--- src/rtl/clk_div_pkg.sv ---
// Shared types and constants for the programmable clock divider.
package clk_div_pkg;

  typedef enum logic [1:0] {
    ST_IDLE     = 2'd0,
    ST_RUN      = 2'd1,
    ST_STOPPING = 2'd2
  } state_e;

  localparam int MIN_DIV = 2;

endpackage

--- src/rtl/clk_div_ratio_reg.sv ---
// Ratio bookkeeping for clk_div_prog: validates loads, holds a pending ratio
// and swaps it in when the divider reports a safe point (idle or wrap).
module clk_div_ratio_reg
  import clk_div_pkg::*;
#(
  parameter int DIV_W       = 8,
  parameter int DEFAULT_DIV = 3
) (
  input  logic             clk_in,
  input  logic             rst_n,
  input  logic [DIV_W-1:0] div_in,
  input  logic             div_load,
  input  logic             apply_ok,
  output logic [DIV_W-1:0] cur_div,
  output logic             div_ack,
  output logic             div_err
);

  logic [DIV_W-1:0] cur_div_q, cur_div_d;
  logic [DIV_W-1:0] pend_div_q, pend_div_d;
  logic             pend_valid_q, pend_valid_d;
  logic             ack_q, ack_d;
  logic             err_q, err_d;
  logic             load_ok;

  always_comb begin
    // NOTE: every signal gets a default first so no path leaves it unassigned (no latch).
    cur_div_d    = cur_div_q;
    pend_div_d   = pend_div_q;
    pend_valid_d = pend_valid_q;
    ack_d        = 1'b0;
    load_ok      = div_load && (div_in >= DIV_W'(MIN_DIV));
    err_d        = div_load && !load_ok;

    // A load arriving on the apply cycle wins over anything still pending.
    if (apply_ok && load_ok) begin
      cur_div_d    = div_in;
      ack_d        = 1'b1;
      pend_valid_d = 1'b0;
    end else if (apply_ok && pend_valid_q) begin
      cur_div_d    = pend_div_q;
      ack_d        = 1'b1;
      pend_valid_d = 1'b0;
    end else if (load_ok) begin
      pend_div_d   = div_in;
      pend_valid_d = 1'b1;
    end
  end

  always_ff @(posedge clk_in) begin
    // NOTE: state registers use non-blocking assignments so all flops update together.
    if (!rst_n) begin
      cur_div_q    <= DIV_W'(DEFAULT_DIV);
      pend_div_q   <= '0;
      pend_valid_q <= 1'b0;
      ack_q        <= 1'b0;
      err_q        <= 1'b0;
    end else begin
      cur_div_q    <= cur_div_d;
      pend_div_q   <= pend_div_d;
      pend_valid_q <= pend_valid_d;
      ack_q        <= ack_d;
      err_q        <= err_d;
    end
  end

  assign cur_div = cur_div_q;
  assign div_ack = ack_q;
  assign div_err = err_q;

endmodule

--- src/rtl/clk_div_prog.sv ---
// Runtime-programmable integer clock divider with glitch-free ratio changes
// and stop at period boundaries. Optional tick outputs: define CLKDIV_TICK_EN.
module clk_div_prog
  import clk_div_pkg::*;
#(
  parameter int DIV_W       = 8,
  parameter int DEFAULT_DIV = 3
) (
  input  logic             clk_in,
  input  logic             rst_n,
  input  logic             en,
  input  logic [DIV_W-1:0] div_in,
  input  logic             div_load,
  output logic             div_ack,
  output logic             div_err,
  output logic [DIV_W-1:0] cur_div,
  output logic             running,
  output logic             clk_out
`ifdef CLKDIV_TICK_EN
  ,
  output logic             tick_rise,
  output logic             tick_fall
`endif
);

  state_e           state_q, state_d;
  logic [DIV_W-1:0] cnt_q, cnt_d;
  logic             clk_out_q, clk_out_d;
  logic             active;
  logic             wrap;

  assign active = (state_q != ST_IDLE);
  assign wrap   = active && (cnt_q == (cur_div - DIV_W'(1)));

  // Ratio may only change while idle or as the counter returns to zero.
  clk_div_ratio_reg #(
    .DIV_W      (DIV_W),
    .DEFAULT_DIV(DEFAULT_DIV)
  ) u_ratio (
    .clk_in  (clk_in),
    .rst_n   (rst_n),
    .div_in  (div_in),
    .div_load(div_load),
    .apply_ok(!active || wrap),
    .cur_div (cur_div),
    .div_ack (div_ack),
    .div_err (div_err)
  );

  always_comb begin
    state_d = state_q;
    unique case (state_q)
      ST_IDLE:     if (en) state_d = ST_RUN;
      ST_RUN:      if (!en) state_d = ST_STOPPING;
      ST_STOPPING: begin
        if (en)        state_d = ST_RUN;
        else if (wrap) state_d = ST_IDLE;
      end
      default:     state_d = ST_IDLE;
    endcase

    cnt_d     = (!active || wrap) ? '0 : (cnt_q + DIV_W'(1));
    // cnt_d is zero whenever the ratio can change, so the old ratio is safe here.
    clk_out_d = (cnt_d >= (cur_div >> 1));
  end

  always_ff @(posedge clk_in) begin
    if (!rst_n) begin
      state_q   <= ST_IDLE;
      cnt_q     <= '0;
      clk_out_q <= 1'b0;
    end else begin
      state_q   <= state_d;
      cnt_q     <= cnt_d;
      clk_out_q <= clk_out_d;
    end
  end

  assign running = active;
  assign clk_out = clk_out_q;

`ifdef CLKDIV_TICK_EN
  logic tick_rise_q, tick_rise_d;
  logic tick_fall_q, tick_fall_d;

  always_comb begin
    tick_rise_d = clk_out_d && !clk_out_q;
    tick_fall_d = !clk_out_d && clk_out_q;
  end

  always_ff @(posedge clk_in) begin
    if (!rst_n) begin
      tick_rise_q <= 1'b0;
      tick_fall_q <= 1'b0;
    end else begin
      tick_rise_q <= tick_rise_d;
      tick_fall_q <= tick_fall_d;
    end
  end

  assign tick_rise = tick_rise_q;
  assign tick_fall = tick_fall_q;
`endif

endmodule

--- config.mk ---
export PLATFORM = sky130hd
export DESIGN_NAME = clk_div_prog
export DESIGN_NICKNAME = d
export VERILOG_FILES = /design/src/rtl/clk_div_pkg.sv /design/src/rtl/clk_div_ratio_reg.sv /design/src/rtl/clk_div_prog.sv
export SDC_FILE = /design/constraint.sdc
export NUM_CORES = 1
export LEC_CHECK = 0
export CAP_MARGIN = 10
export CORE_MARGIN = 2
export CORE_UTILIZATION = 45
export CTS_CLUSTER_DIAMETER = 60
export DETAILED_ROUTE_END_ITERATION = 6
export GPL_TIMING_DRIVEN = 1
export PLACE_DENSITY_LB_ADDON = 0.15
export REMOVE_ABC_BUFFERS = 1
export SYNTH_ARGS = -nofsm -noshare
export SYNTH_HDL_FRONTEND = slang
export SYNTH_HIERARCHICAL = 1
export SYNTH_SLANG_ARGS = --single-unit
export TNS_END_PERCENT = 20
--- constraint.sdc ---
create_clock -name clk_in -period 4 [get_ports clk_in]
set_input_delay 0.8 -clock clk_in [delete_from_list [all_inputs] [get_ports clk_in]]
set_output_delay 0.8 -clock clk_in [all_outputs]
set_load 0.005 [all_outputs]
-- After elaboration in Yosys (flattened, before gate mapping)
Cells that the tools add are included.
- word-level logic and storage cells: 45
- output and inout port bits: 12
- memories: 0
- bits in writable memories: 0
- register bits: 30
- bits in latches: 0
- bits in read-only memories: 0
- input port bits: 12
- bitwise gates (word level): 3
- mux-type cells: 10
- shift operators: 0
- order comparisons: 2
- equal/unequal tests: 6
- add/sub/neg operators: 2
- div/mod/pow operators: 0
- reductions and logical operators: 14
- $mul: 0
- operator list (cell ; number):
    two-way mux 8 bit ; 3
    adder 8 x 1 -> 8 bit (second input constant) ; 1
    == test 8 bit ; 1
    greater-or-equal comparator 8 x 2 -> 1 bit (second input constant) ; 1
    greater-or-equal comparator 8 x 7 -> 1 bit ; 1
    two-way mux 2 bit ; 4
    subtractor 8 x 1 -> 8 bit (second input constant) ; 1
    case mux 2 bit (3 select lines) ; 1
    AND reduction 3 bit ; 2
    logical AND 1 bit ; 5
    != test 2 bit (second input constant) ; 2
    nonzero test 2 bit ; 2
    != test 3 bit (second input constant) ; 1
    NOT 1 bit ; 3
    OR reduction 3 bit ; 1
    == test 2 x 1 -> 1 bit (second input constant) ; 1
    == test 2 bit (second input constant) ; 1
    zero test 1 bit ; 2
    zero test 2 bit ; 1
    two-way mux 1 bit ; 2
    logical OR 1 bit ; 1

-- Longest topological paths before layout
Gate-level depths: netlist (run 1).
- depth in word-level cells: 7
- gate-level depth with buffers: 14
- depth with buffers taken out: 13

-- Cells and area by module
The synthesis (run 1) kept the hierarchy.
- modules (own cells, without submodules) (module ; seq. area each (sq um) ; instances ; area each (sq um) ; cells an instance):
    clk_div_prog ; 220.2 ; 1 ; 889.6 ; 106
    clk_div_ratio_reg ; 380.4 ; 1 ; 815.8 ; 88

-- Worst setup path before layout (run 1)
Ideal clock, no wire load.
- path type: register to register
- start point: reg u_ratio.cur_div_q[0], in the netlist u_ratio/cur_div[0]
- end point: reg clk_out_q, in the netlist clk_out
- setup time: 0.139 ns
- period minus slack after synthesis: 2.908 ns
- path slack: 1.092 ns
- required time: 3.861 ns
- buffers on the path: 1
- cell stages (with the launch flop): 15
- data arrival time: 2.769 ns
- path through: dfxtp_1 inv_1 ha_1 xnor2_1 nor2_1 nand4b_1 a2111oi_4 buf_6 nor3_1 ha_1 a21o_1 a211oi_1 o21ai_0 o211ai_1 o21ai_0
- longest elaborated chain between the ends: 6
- RTL lines (what ; RTL line ; RTL):
    start, declared ; clk_div_ratio_reg.sv:19 ; logic [DIV_W-1:0] cur_div_q, cur_div_d;
    start signal, assigned ; clk_div_ratio_reg.sv:53 ; cur_div_q <= DIV_W'(DEFAULT_DIV);
    start signal, assigned ; clk_div_ratio_reg.sv:59 ; cur_div_q <= cur_div_d;
    subtractor 8 x 1 -> 8 bit ; clk_div_prog.sv:33 ; assign wrap = active && (cnt_q == (cur_div - DIV_W'(1)));
    == test 8 bit ; clk_div_prog.sv:33 ;
    logical AND 1 bit ; clk_div_prog.sv:33 ;
    logical OR 1 bit ; clk_div_prog.sv:62 ; cnt_d = (!active || wrap) ? '0 : (cnt_q + DIV_W'(1));
    two-way mux 8 bit ; clk_div_prog.sv:62 ;
    via cnt_d[4] ; clk_div_prog.sv:27 ; logic [DIV_W-1:0] cnt_q, cnt_d;
    greater-or-equal comparator 8 x 7 -> 1 bit ; clk_div_prog.sv:64 ; clk_out_d = (cnt_d >= (cur_div >> 1));
    end signal, assigned ; clk_div_prog.sv:75 ; clk_out_q <= clk_out_d;
    end, declared ; clk_div_prog.sv:28 ; logic clk_out_q, clk_out_d;
The timed path passes the listed nets, and every way through them passes these cells.
A chain may end at the register's enable or synchronous reset.

-- Worst setup path in the final report (run 1)
Same ends and word-level chain as after synthesis.

==> results of run 1 <==
## through the flow
| step | instance area, µm² | setup WS (ns) | hold slack, ns |
|---|---|---|---|
| floorplan | 1660 | 1.01 | 0.435 |
| global placement | 1970 | 1.10 | 0.448 |
| detailed placement | 1970 | 0.935 | 0.455 |
| CTS | 2070 | 0.927 | 0.464 |
| global route | 2070 | 0.643 | 0.488 |
| finish | 2070 | 0.907 | 0.463 |
## registers in the layout, indices dropped and copies added, names as in the netlist
register / flops
cnt_q: 8
u_ratio/cur_div: 8
u_ratio/pend_div_q: 8
state_q: 2
clk_out: 1
u_ratio/div_ack: 1
u_ratio/div_err: 1
u_ratio/pend_valid_q: 1
## worst max-delay path: cells and delay by family, from the launching register on
family,cells,cell delay (ns)
DFF,1,0.43
AOI/OAI and AO/OA,6,1.06
buffers and inverters,2,0.33
adders and majority gates,2,0.63
xor gates and xnor gates,1,0.14
and+or+nand+nor,3,0.38
## power by group
part / switching (mW) / internal, mW
clock: 0.114 / 0.138
sequential: 0.0196 / 0.316
combinational: 0.0892 / 0.0803
total: 0.223 / 0.534
## cells by family after synthesis
| logic type | Yosys count | synth area share, % |
|---|---|---|
| adders and majority gates | 9 | 6.60 |
| xor gates and xnor gates | 17 | 8.73 |
| and+or+nand+nor | 73 | 22.5 |
| buffers and inverters | 21 | 5.43 |
| DFF | 30 | 35.2 |
| AOI/OAI and AO/OA | 44 | 21.6 |
## routing by layer
layer / GRT usage (%) / share of wire (%) / vias to the layer above / wire length (µm)
met1: 27.6 / 47 / 745 / 1930
li1: - / - / 762 / -
met2: 34.9 / 46 / 46 / 1860
met5: 0 / 0 / - / 0
met3: 5.65 / 5.7 / 7 / 233
met4: 11.2 / 1.6 / 0 / 64
## layout make-up
| type | count | share of cell area (%) |
|---|---|---|
| clock buffer | 7 | 4.18 |
| clock inverter | 1 | 0.242 |
| inverter | 13 | 2.36 |
| multi-input combinational | 143 | 49.0 |
| sequential | 30 | 29.1 |
| tap | 48 | 2.91 |
| timing repair buffer | 26 | 12.2 |
## layout by cell type (no fill, tap or decap), types with 2 or more instances in the layout
master                            Yosys  final
sky130_fd_sc_hd__nor2b_1              2      2
sky130_fd_sc_hd__o2111ai_1            2      2
sky130_fd_sc_hd__a21oi_1              4      4
sky130_fd_sc_hd__nor4_1               2      2
sky130_fd_sc_hd__xnor2_1              9      9
sky130_fd_sc_hd__nor3b_1              2      2
sky130_fd_sc_hd__or3_1                2      2
sky130_fd_sc_hd__nor2_1               5      5
sky130_fd_sc_hd__nand3_1             16     16
sky130_fd_sc_hd__a211oi_1             3      3
sky130_fd_sc_hd__nand2_1             16     16
sky130_fd_sc_hd__ha_1                 9      9
sky130_fd_sc_hd__o21ai_0             10     10
sky130_fd_sc_hd__o2bb2ai_1            6      6
sky130_fd_sc_hd__buf_4                1      3
sky130_fd_sc_hd__nor3_1              14     14
sky130_fd_sc_hd__nand2b_1             3      3
sky130_fd_sc_hd__clkbuf_8             0      6
sky130_fd_sc_hd__xor2_1               8      8
sky130_fd_sc_hd__and3_1               3      3
sky130_fd_sc_hd__o21ai_2              2      2
sky130_fd_sc_hd__dfxtp_1             30     30
sky130_fd_sc_hd__clkdlybuf4s50_1      0     23
sky130_fd_sc_hd__inv_1               13     13
sky130_fd_sc_hd__a32oi_1              6      6
## cells in the mapped netlist (2+ instances only)
cell,number,area share (%)
sky130_fd_sc_hd__dfxtp_1,30,35
sky130_fd_sc_hd__nand2_1,16,3.5
sky130_fd_sc_hd__nand3_1,16,4.7
sky130_fd_sc_hd__nor3_1,14,4.1
sky130_fd_sc_hd__inv_1,13,2.9
sky130_fd_sc_hd__o21ai_0,10,2.9
sky130_fd_sc_hd__ha_1,9,6.6
sky130_fd_sc_hd__xnor2_1,9,4.6
sky130_fd_sc_hd__xor2_1,8,4.1
sky130_fd_sc_hd__a32oi_1,6,3.1
sky130_fd_sc_hd__o2bb2ai_1,6,3.1
sky130_fd_sc_hd__nor2_1,5,1.1
sky130_fd_sc_hd__a21oi_1,4,1.2
sky130_fd_sc_hd__a211oi_1,3,1.3
sky130_fd_sc_hd__and3_1,3,1.1
sky130_fd_sc_hd__clkbuf_1,3,0.66
sky130_fd_sc_hd__nand2b_1,3,1.1
sky130_fd_sc_hd__buf_2,2,0.59
sky130_fd_sc_hd__nor2b_1,2,0.73
sky130_fd_sc_hd__nor3b_1,2,0.88
sky130_fd_sc_hd__nor4_1,2,0.73
sky130_fd_sc_hd__o2111ai_1,2,1.0
sky130_fd_sc_hd__o21ai_2,2,1.0
sky130_fd_sc_hd__or3_1,2,0.73
## path summary, 6_finish.rpt
| check | end | slack [ns] | cells past startpoint |
|---|---|---|---|
| hold / removal | u_ratio/pend_div_q[3] | 0.46 | 2 |
| setup reg to reg | clk_out | 0.91 | 14 |
| setup / recovery | clk_out | 0.91 | 14 |
| hold reg to reg | u_ratio/pend_div_q[3] | 0.46 | 2 |
==> metrics.json, run 1 <==
{
  "sta": {
    "fmaxAchievable_mhz": 323,
    "skew_ns": 0.00820,
    "fin_crit_sh_pct": 77.3,
    "setup_total_negative_slack_ns": 0,
    "timing_worst_slew_pin_value_ns": 0.603,
    "final_max_slew_viol_count": 0,
    "final.min_clock_period_ns": 3.09,
    "final-hold-violation-count": 0,
    "rsz0062_at_grt": "false",
    "finalSetupViolations": 0,
    "maxSlewHeadroom_pct": 59.6
  },
  "floorplan": {
    "die-area_um2": 4300,
    "floorplan.die.width_um": 65.6,
    "core.rowCount": 22,
    "die_h_um": 65.6,
    "core_area_um2": 3660,
    "initial_core_util_pct": 46.6,
    "pin_count": 24
  },
  "finish": {
    "syn2layout_area_growth_pct": 21.1,
    "fillers": 343,
    "layout.area.seq_um2": 601,
    "layout.core_utilization_pct": 56.4,
    "finalNonFillerCells": 268,
    "layout-drive-gt1-share_pct": 9.55,
    "combined_area_of_the_multi_input_logic_cells_um2": 1010,
    "diodes": 0,
    "nNetsFinal": 240
  },
  "clocking": {
    "clkSinkCount": 30,
    "clkSlewWorstSetupHoldPaths_ns": 0.06,
    "cts-hold-fix-buffers": 0,
    "clockRootBuffer": "sky130_fd_sc_hd__clkbuf_8",
    "h-tree-depth": 2,
    "cts_tree": "built",
    "clockBufferDepth": 2,
    "insertion_delay_ns": 0.29,
    "postCtsSetupRepairBufs": 0,
    "tritoncts.num_buffers": 5,
    "cts_repair_resize_count": 0
  },
  "hold_path": {
    "hold_path_class": "flip-flop to flip-flop",
    "worstHoldStart": "u_ratio/pend_div_q[3]"
  },
  "critical_path": {
    "critPathSlowestCell": "sky130_fd_sc_hd__dfxtp_1",
    "startpoint": "u_ratio/cur_div[0]",
    "cell_by_cell_trace_of_the_critical_path": "inv_1 -> ha_1 -> xnor2_1 -> nor2_1 -> nand4b_1 -> a2111oi_4 -> buf_4 -> nor3_1 -> ha_1 -> a21o_1 -> a211oi_1 -> o21ai_0 -> o211ai_1 -> o21ai_0",
    "worstSetupEndpointType": "flip-flop",
    "worst_path_largest_cell_delay_ns": 0.43,
    "regToRegStartpoint": "u_ratio/cur_div[0]",
    "cp.required_ns": 4.16,
    "crit_arrival_ns": 3.25,
    "critPathMaxFanout": 17,
    "setup.worst_path.start_class": "flip-flop",
    "worstSetupPathType": "flip-flop to flip-flop"
  },
  "global_route": {
    "grt_max_degree": 18,
    "globalRouteOverflowTotal": 0,
    "initial_antenna_violation_count": 0,
    "wire_length_of_the_first_global_routing_pass_mm": 7.19,
    "first_global_vias": 1589,
    "groute.usage.overall_pct": 22.0
  },
  "status": {
    "outcome": "completed"
  },
  "routing": {
    "detail_route.wl_per_cell_um": 15.3,
    "first_iter_violations": 84,
    "detail-route-antenna-nets": 0,
    "routed-via-count": 1560,
    "drt_first_pass_iters": 4,
    "drc_violations_left": 0,
    "number_of_vias_per_cell": 5.82,
    "detail_route.wirelength_mm": 4.09
  },
  "synthesis": {
    "synth_register_bits": 30,
    "number_of_flops_mapped_to_enable_cells_by_yosys": 0,
    "mappedNetlistArea_um2": 1710,
    "postSynth.asyncResetShare_pct": 0,
    "synth-main-ff-cell": "sky130_fd_sc_hd__dfxtp_1",
    "netlist_instances": 194,
    "synth_seq_area_share_pct": 35.2,
    "synth_cell_types": 46,
    "average_cell_area_after_synthesis_um2": 8.79,
    "ys.warnings.count": 6
  },
  "job": {
    "cap_viol_max_count": 0
  },
  "placement": {
    "post-place-cells": 260,
    "buffer_ports.inserted": 23,
    "dpl.hpwl_mm": 3.02,
    "gp_congestion": 0.837
  },
  "pwr": {
    "power.density_nw_per_um2": 367,
    "leakage_nw": 0.777,
    "vdd_drop_max_mv": 0.267,
    "power_mw": 0.757
  }
}
No activity file was read; power rests on OpenSTA's default activity.
==> run 2, diff against run 1 <==
==> constraint.sdc (replaced) <==
create_clock -name clk_in -period 2.75 [get_ports clk_in]
set_input_delay 0.55 -clock clk_in [delete_from_list [all_inputs] [get_ports clk_in]]
set_output_delay 0.55 -clock clk_in [all_outputs]
set_load 0.005 [all_outputs]
==> run 2 against run 1 <==
Against the previous run: combinational power rose by 79%; first-iteration DRC count shrank 23%; sequential power increased by 45%; routed wire length rose by 0.39%; critical endpoint unchanged; clock power increased by 79%; count of clock-buffer cells in the layout fell by 1; die area did not move; power is 64% higher; critical path depth fell by 2; sequential cell count did not move; non-clock buffer count up 10.
==> metrics.json, run 2 (synthesis results as in run 1) <==
{
  "clocking": {
    "cts_tree": {"value": "built", "change": "unchanged"},
    "insertion_delay": {"value": 0.28, "unit": "ns", "change": "was 0.29 ns"},
    "h-tree-depth": {"value": 2, "change": "unchanged"},
    "tritoncts.num_buffers": {"value": 5, "change": "unchanged"},
    "clockBufferDepth": {"value": 2, "change": "unchanged"},
    "clkSinkCount": {"value": 30, "change": "unchanged"},
    "clockRootBuffer": {"value": "sky130_fd_sc_hd__clkbuf_8", "change": "unchanged"},
    "clkSlewWorstSetupHoldPaths": {"value": 0.07, "unit": "ns", "change": "was 0.06 ns"},
    "cts-hold-fix-buffers": {"value": 0, "change": "unchanged"}
  },
  "sta": {
    "final.min_clock_period": {"value": 2.70, "unit": "ns", "change": "was 3.09 ns"},
    "skew": {"value": 0.00516, "unit": "ns", "change": "was 0.00820 ns"},
    "timing_worst_slew_pin_value": {"value": 0.695, "unit": "ns", "change": "was 0.603 ns"},
    "maxSlewHeadroom": {"value": 53.5, "unit": "%", "change": "was 59.6%"},
    "final-hold-violation-count": {"value": 0, "change": "unchanged"},
    "rsz0062_at_grt": {"value": "true", "change": "was false"},
    "fin_crit_sh": {"value": 98.0, "unit": "%", "change": "was 77.3%"},
    "final_max_slew_viol_count": {"value": 0, "change": "unchanged"},
    "layout_setup_ws": {"value": 0.0548, "unit": "ns", "change": "was 0.907 ns"},
    "fmaxAchievable": {"value": 371, "unit": "MHz", "change": "was 323 MHz"},
    "setup_total_negative_slack": {"value": 0, "unit": "ns", "change": "unchanged"},
    "finalSetupViolations": {"value": 0, "change": "unchanged"}
  },
  "critical_path": {
    "startpoint": {"value": "u_ratio/cur_div[1]", "change": "was u_ratio/cur_div[0]"},
    "r2r_cells": {"value": 12, "change": "was 14"},
    "cell_by_cell_trace_of_the_critical_path": {"value": "buf_4 -> nor3_4 -> xnor2_2 -> nand4b_1 -> a2111oi_4 -> buf_6 -> nor3_1 -> ha_1 -> a211oi_2 -> o21ai_1 -> o211ai_1 -> o21ai_1", "change": "was inv_1 -> ha_1 -> xnor2_1 -> nor2_1 -> nand4b_1 -> a2111oi_4 -> buf_4 -> nor3_1 -> ha_1 -> a21o_1 -> a211oi_1 -> o21ai_0 -> o211ai_1 -> o21ai_0"},
    "crit_arrival": {"value": 2.86, "unit": "ns", "change": "was 3.25 ns"},
    "regToRegStartpoint": {"value": "u_ratio/cur_div[1]", "change": "was u_ratio/cur_div[0]"},
    "cp.required": {"value": 2.91, "unit": "ns", "change": "was 4.16 ns"},
    "endpoint_of_the_most_critical_register_to_register_path": {"value": "clk_out", "change": "unchanged"},
    "worst_path_largest_cell_delay": {"value": 0.47, "unit": "ns", "change": "was 0.43 ns"},
    "path_delay_family": {"value": "compound AO/OA/AOI/OAI gates", "change": "unchanged"},
    "worstSetupPathType": {"value": "flip-flop to flip-flop", "change": "unchanged"},
    "cpMostUsedCell": "sky130_fd_sc_hd__o21ai_1",
    "sum_of_buffers_and_inverters_on_the_critical_path": {"value": 2, "change": "unchanged"},
    "setup.worst_path.start_class": {"value": "flip-flop", "change": "unchanged"},
    "r2r_setup_slack": {"value": 0.05, "unit": "ns", "change": "was 0.91 ns"},
    "critPathSlowestCell": {"value": "sky130_fd_sc_hd__a2111oi_4", "change": "was sky130_fd_sc_hd__dfxtp_1"},
    "worstSetupEndpointType": {"value": "flip-flop", "change": "unchanged"},
    "critPathMaxFanout": {"value": 6, "change": "was 17"}
  },
  "global_route": {
    "first_global_vias": {"value": 1537, "change": "was 1589"},
    "initial_antenna_violation_count": {"value": 0, "change": "unchanged"},
    "groute.usage.overall": {"value": 20.6, "unit": "%", "change": "was 22.0%"},
    "wire_length_of_the_first_global_routing_pass": {"value": 6.69, "unit": "mm", "change": "was 7.19 mm"},
    "grt_max_degree": {"value": 17, "change": "was 18"},
    "globalRouteOverflowTotal": {"value": 0, "change": "unchanged"}
  },
  "finish": {
    "fillers": {"value": 312, "change": "was 343"},
    "diodes": {"value": 0, "change": "unchanged"},
    "syn2layout_area_growth": {"value": 30.8, "unit": "%", "change": "was 21.1%"},
    "nNetsFinal": {"value": 250, "change": "was 240"},
    "final_common_cell": {"value": "sky130_fd_sc_hd__dfxtp_1", "change": "unchanged"},
    "layout-drive-gt1-share": {"value": 19.2, "unit": "%", "change": "was 9.55%"},
    "commonest_non_fill_non_tap_cells_in_the_layout": {"value": "sky130_fd_sc_hd__dfxtp_1, sky130_fd_sc_hd__clkdlybuf4s50_1, sky130_fd_sc_hd__nand3_1, sky130_fd_sc_hd__nand2_1, sky130_fd_sc_hd__nor3_1", "change": "unchanged"}
  },
  "placement": {
    "buffer_ports.inserted": {"value": 23, "change": "unchanged"},
    "gp_congestion": {"value": 0.836, "change": "was 0.837"},
    "pre_cts_slack": {"value": -0.0949, "unit": "ns", "change": "was 0.935 ns"},
    "dpl.hpwl": {"value": 2.97, "unit": "mm", "change": "was 3.02 mm"}
  },
  "pwr": {
    "vdd_drop_max": {"value": 0.346, "unit": "mV", "change": "was 0.267 mV"},
    "leakage": {"value": 0.855, "unit": "nW", "change": "was 0.777 nW"},
    "comb_power_share": {"value": 24.3, "unit": "%", "change": "was 22.4%"},
    "net-switching-power": {"value": 0.335, "unit": "mW", "change": "was 0.223 mW"},
    "share_clk_of_total_power": {"value": 36.6, "unit": "%", "change": "was 33.4%"},
    "relative_contribution_of_sequential_cells_to_total_power": {"value": 39.1, "unit": "%", "change": "was 44.3%"},
    "power.switching_fraction": {"value": 27.0, "unit": "%", "change": "was 29.4%"},
    "cell_internal_pwr": {"value": 0.905, "unit": "mW", "change": "was 0.534 mW"},
    "power.density": {"value": 556, "unit": "nW/µm²", "change": "was 367 nW/µm²"}
  },
  "hold_path": {
    "hold-path-cell-count": {"value": 2, "change": "unchanged"},
    "hold_path_class": {"value": "flip-flop to flip-flop", "change": "unchanged"},
    "hold_end": {"value": "u_ratio/pend_div_q[4]", "change": "was u_ratio/pend_div_q[3]"},
    "worstHoldStart": {"value": "u_ratio/pend_div_q[4]", "change": "was u_ratio/pend_div_q[3]"}
  },
  "status": {
    "outcome": {"value": "completed", "change": "unchanged"}
  },
  "routing": {
    "detail_route.wirelength": {"value": 4.11, "unit": "mm", "change": "was 4.09 mm"},
    "routed-via-count": {"value": 1572, "change": "was 1560"},
    "detail-route-antenna-nets": {"value": 0, "change": "unchanged"},
    "detail_route.wl_per_cell": {"value": 14.8, "unit": "µm", "change": "was 15.3 µm"},
    "number_of_vias_per_cell": {"value": 5.68, "change": "was 5.82"},
    "first_iter_violations": {"value": 65, "change": "was 84"},
    "drc_violations_left": {"value": 0, "change": "unchanged"},
    "drt_first_pass_iters": {"value": 4, "change": "unchanged"}
  },
  "job": {
    "cap_viol_max_count": {"value": 0, "change": "unchanged"}
  },
  "floorplan": {
    "core.rowCount": {"value": 22, "change": "unchanged"},
    "pin_count": {"value": 24, "change": "unchanged"},
    "die-area": {"value": 4300, "unit": "µm²", "change": "unchanged"},
    "die_h": {"value": 65.6, "unit": "µm", "change": "unchanged"},
    "core_area": {"value": 3660, "unit": "µm²", "change": "unchanged"},
    "floorplan.die.width": {"value": 65.6, "unit": "µm", "change": "unchanged"},
    "initial_core_util": {"value": 46.6, "unit": "%", "change": "unchanged"}
  }
}
## run 2: worst min-delay path, delay by kind of cell, from the launching register on
| kind | cells | cell delay, ns |
|---|---|---|
| and+or+nand+nor | 1 | 0.05 |
| AOI/OAI and AO/OA | 1 | 0.06 |
| DFF | 1 | 0.31 |
## run 2: how the worst max path moves through the flow
stage                          to  slack (ns)  cells after the start
final                     clk_out        0.05                     12
after global routing      clk_out       -0.12                     13
after CTS                 clk_out        0.02                     12
after detailed placement  clk_out       -0.09                     13
after global placement    clk_out        0.06                     14
after floorplan           clk_out       -0.24                     13
## run 2: per-stage QoR
| stage | std cells | area, µm² | hold WS (ns) | total power [mW] | util [%] |
|---|---|---|---|---|---|
| final | 277 | 2230 | 0.460 | 1.24 | 60.9 |
| after global routing | 277 | 2230 | 0.483 | 1.30 | 60.9 |
| after CTS | 273 | 2140 | 0.460 | 1.21 | 58.6 |
| after detailed placement | 266 | 2020 | 0.452 | 0.746 | 55.2 |
| after global placement | 266 | 2020 | 0.447 | 0.741 | 55.2 |
| after floorplan | 186 | 1660 | 0.435 | 0.634 | - |
## run 2: repair_timing
| action | CTS | global route |
|---|---|---|
| hold endpoints to repair | 0 | 0 |
| setup endpoints to repair | 1 | 1 |
| gates resized for setup | 4 | 14 |
| pin swaps | 1 | 9 |
| buffers inserted | 0 | 4 |
## run 2: final cells by class
cell class | count | area [µm²] | share of cell area [%]
well taps | 48 | 60.1 | 2.69
clock buffers | 6 | 82.6 | 3.70
clock inverters | 1 | 30.0 | 1.35
flip-flops and latches | 30 | 606 | 27.1
inverters | 13 | 48.8 | 2.19
repair buffers | 36 | 337 | 15.1
multi-input cells | 143 | 1070 | 47.8
## run 2: metal layers
metal,GRT usage [%],routed length (µm),share of wire (%),vias to the layer above
met1,25.6,1950,47,743
li1,-,-,-,782
met4,9.90,38,0.93,0
met5,0,0,0,-
met2,32.4,1920,47,43
met3,6.16,200,4.9,4
## run 2: power by group through the flow
stage | Clock [mW] | Sequential, mW | Combinational, mW
global placement | 0 | 0.490 | 0.250
finish | 0.453 | 0.485 | 0.302
detailed placement | 0 | 0.491 | 0.255
CTS | 0.463 | 0.483 | 0.260
global route | 0.480 | 0.489 | 0.329
floorplan | 0 | 0.490 | 0.144
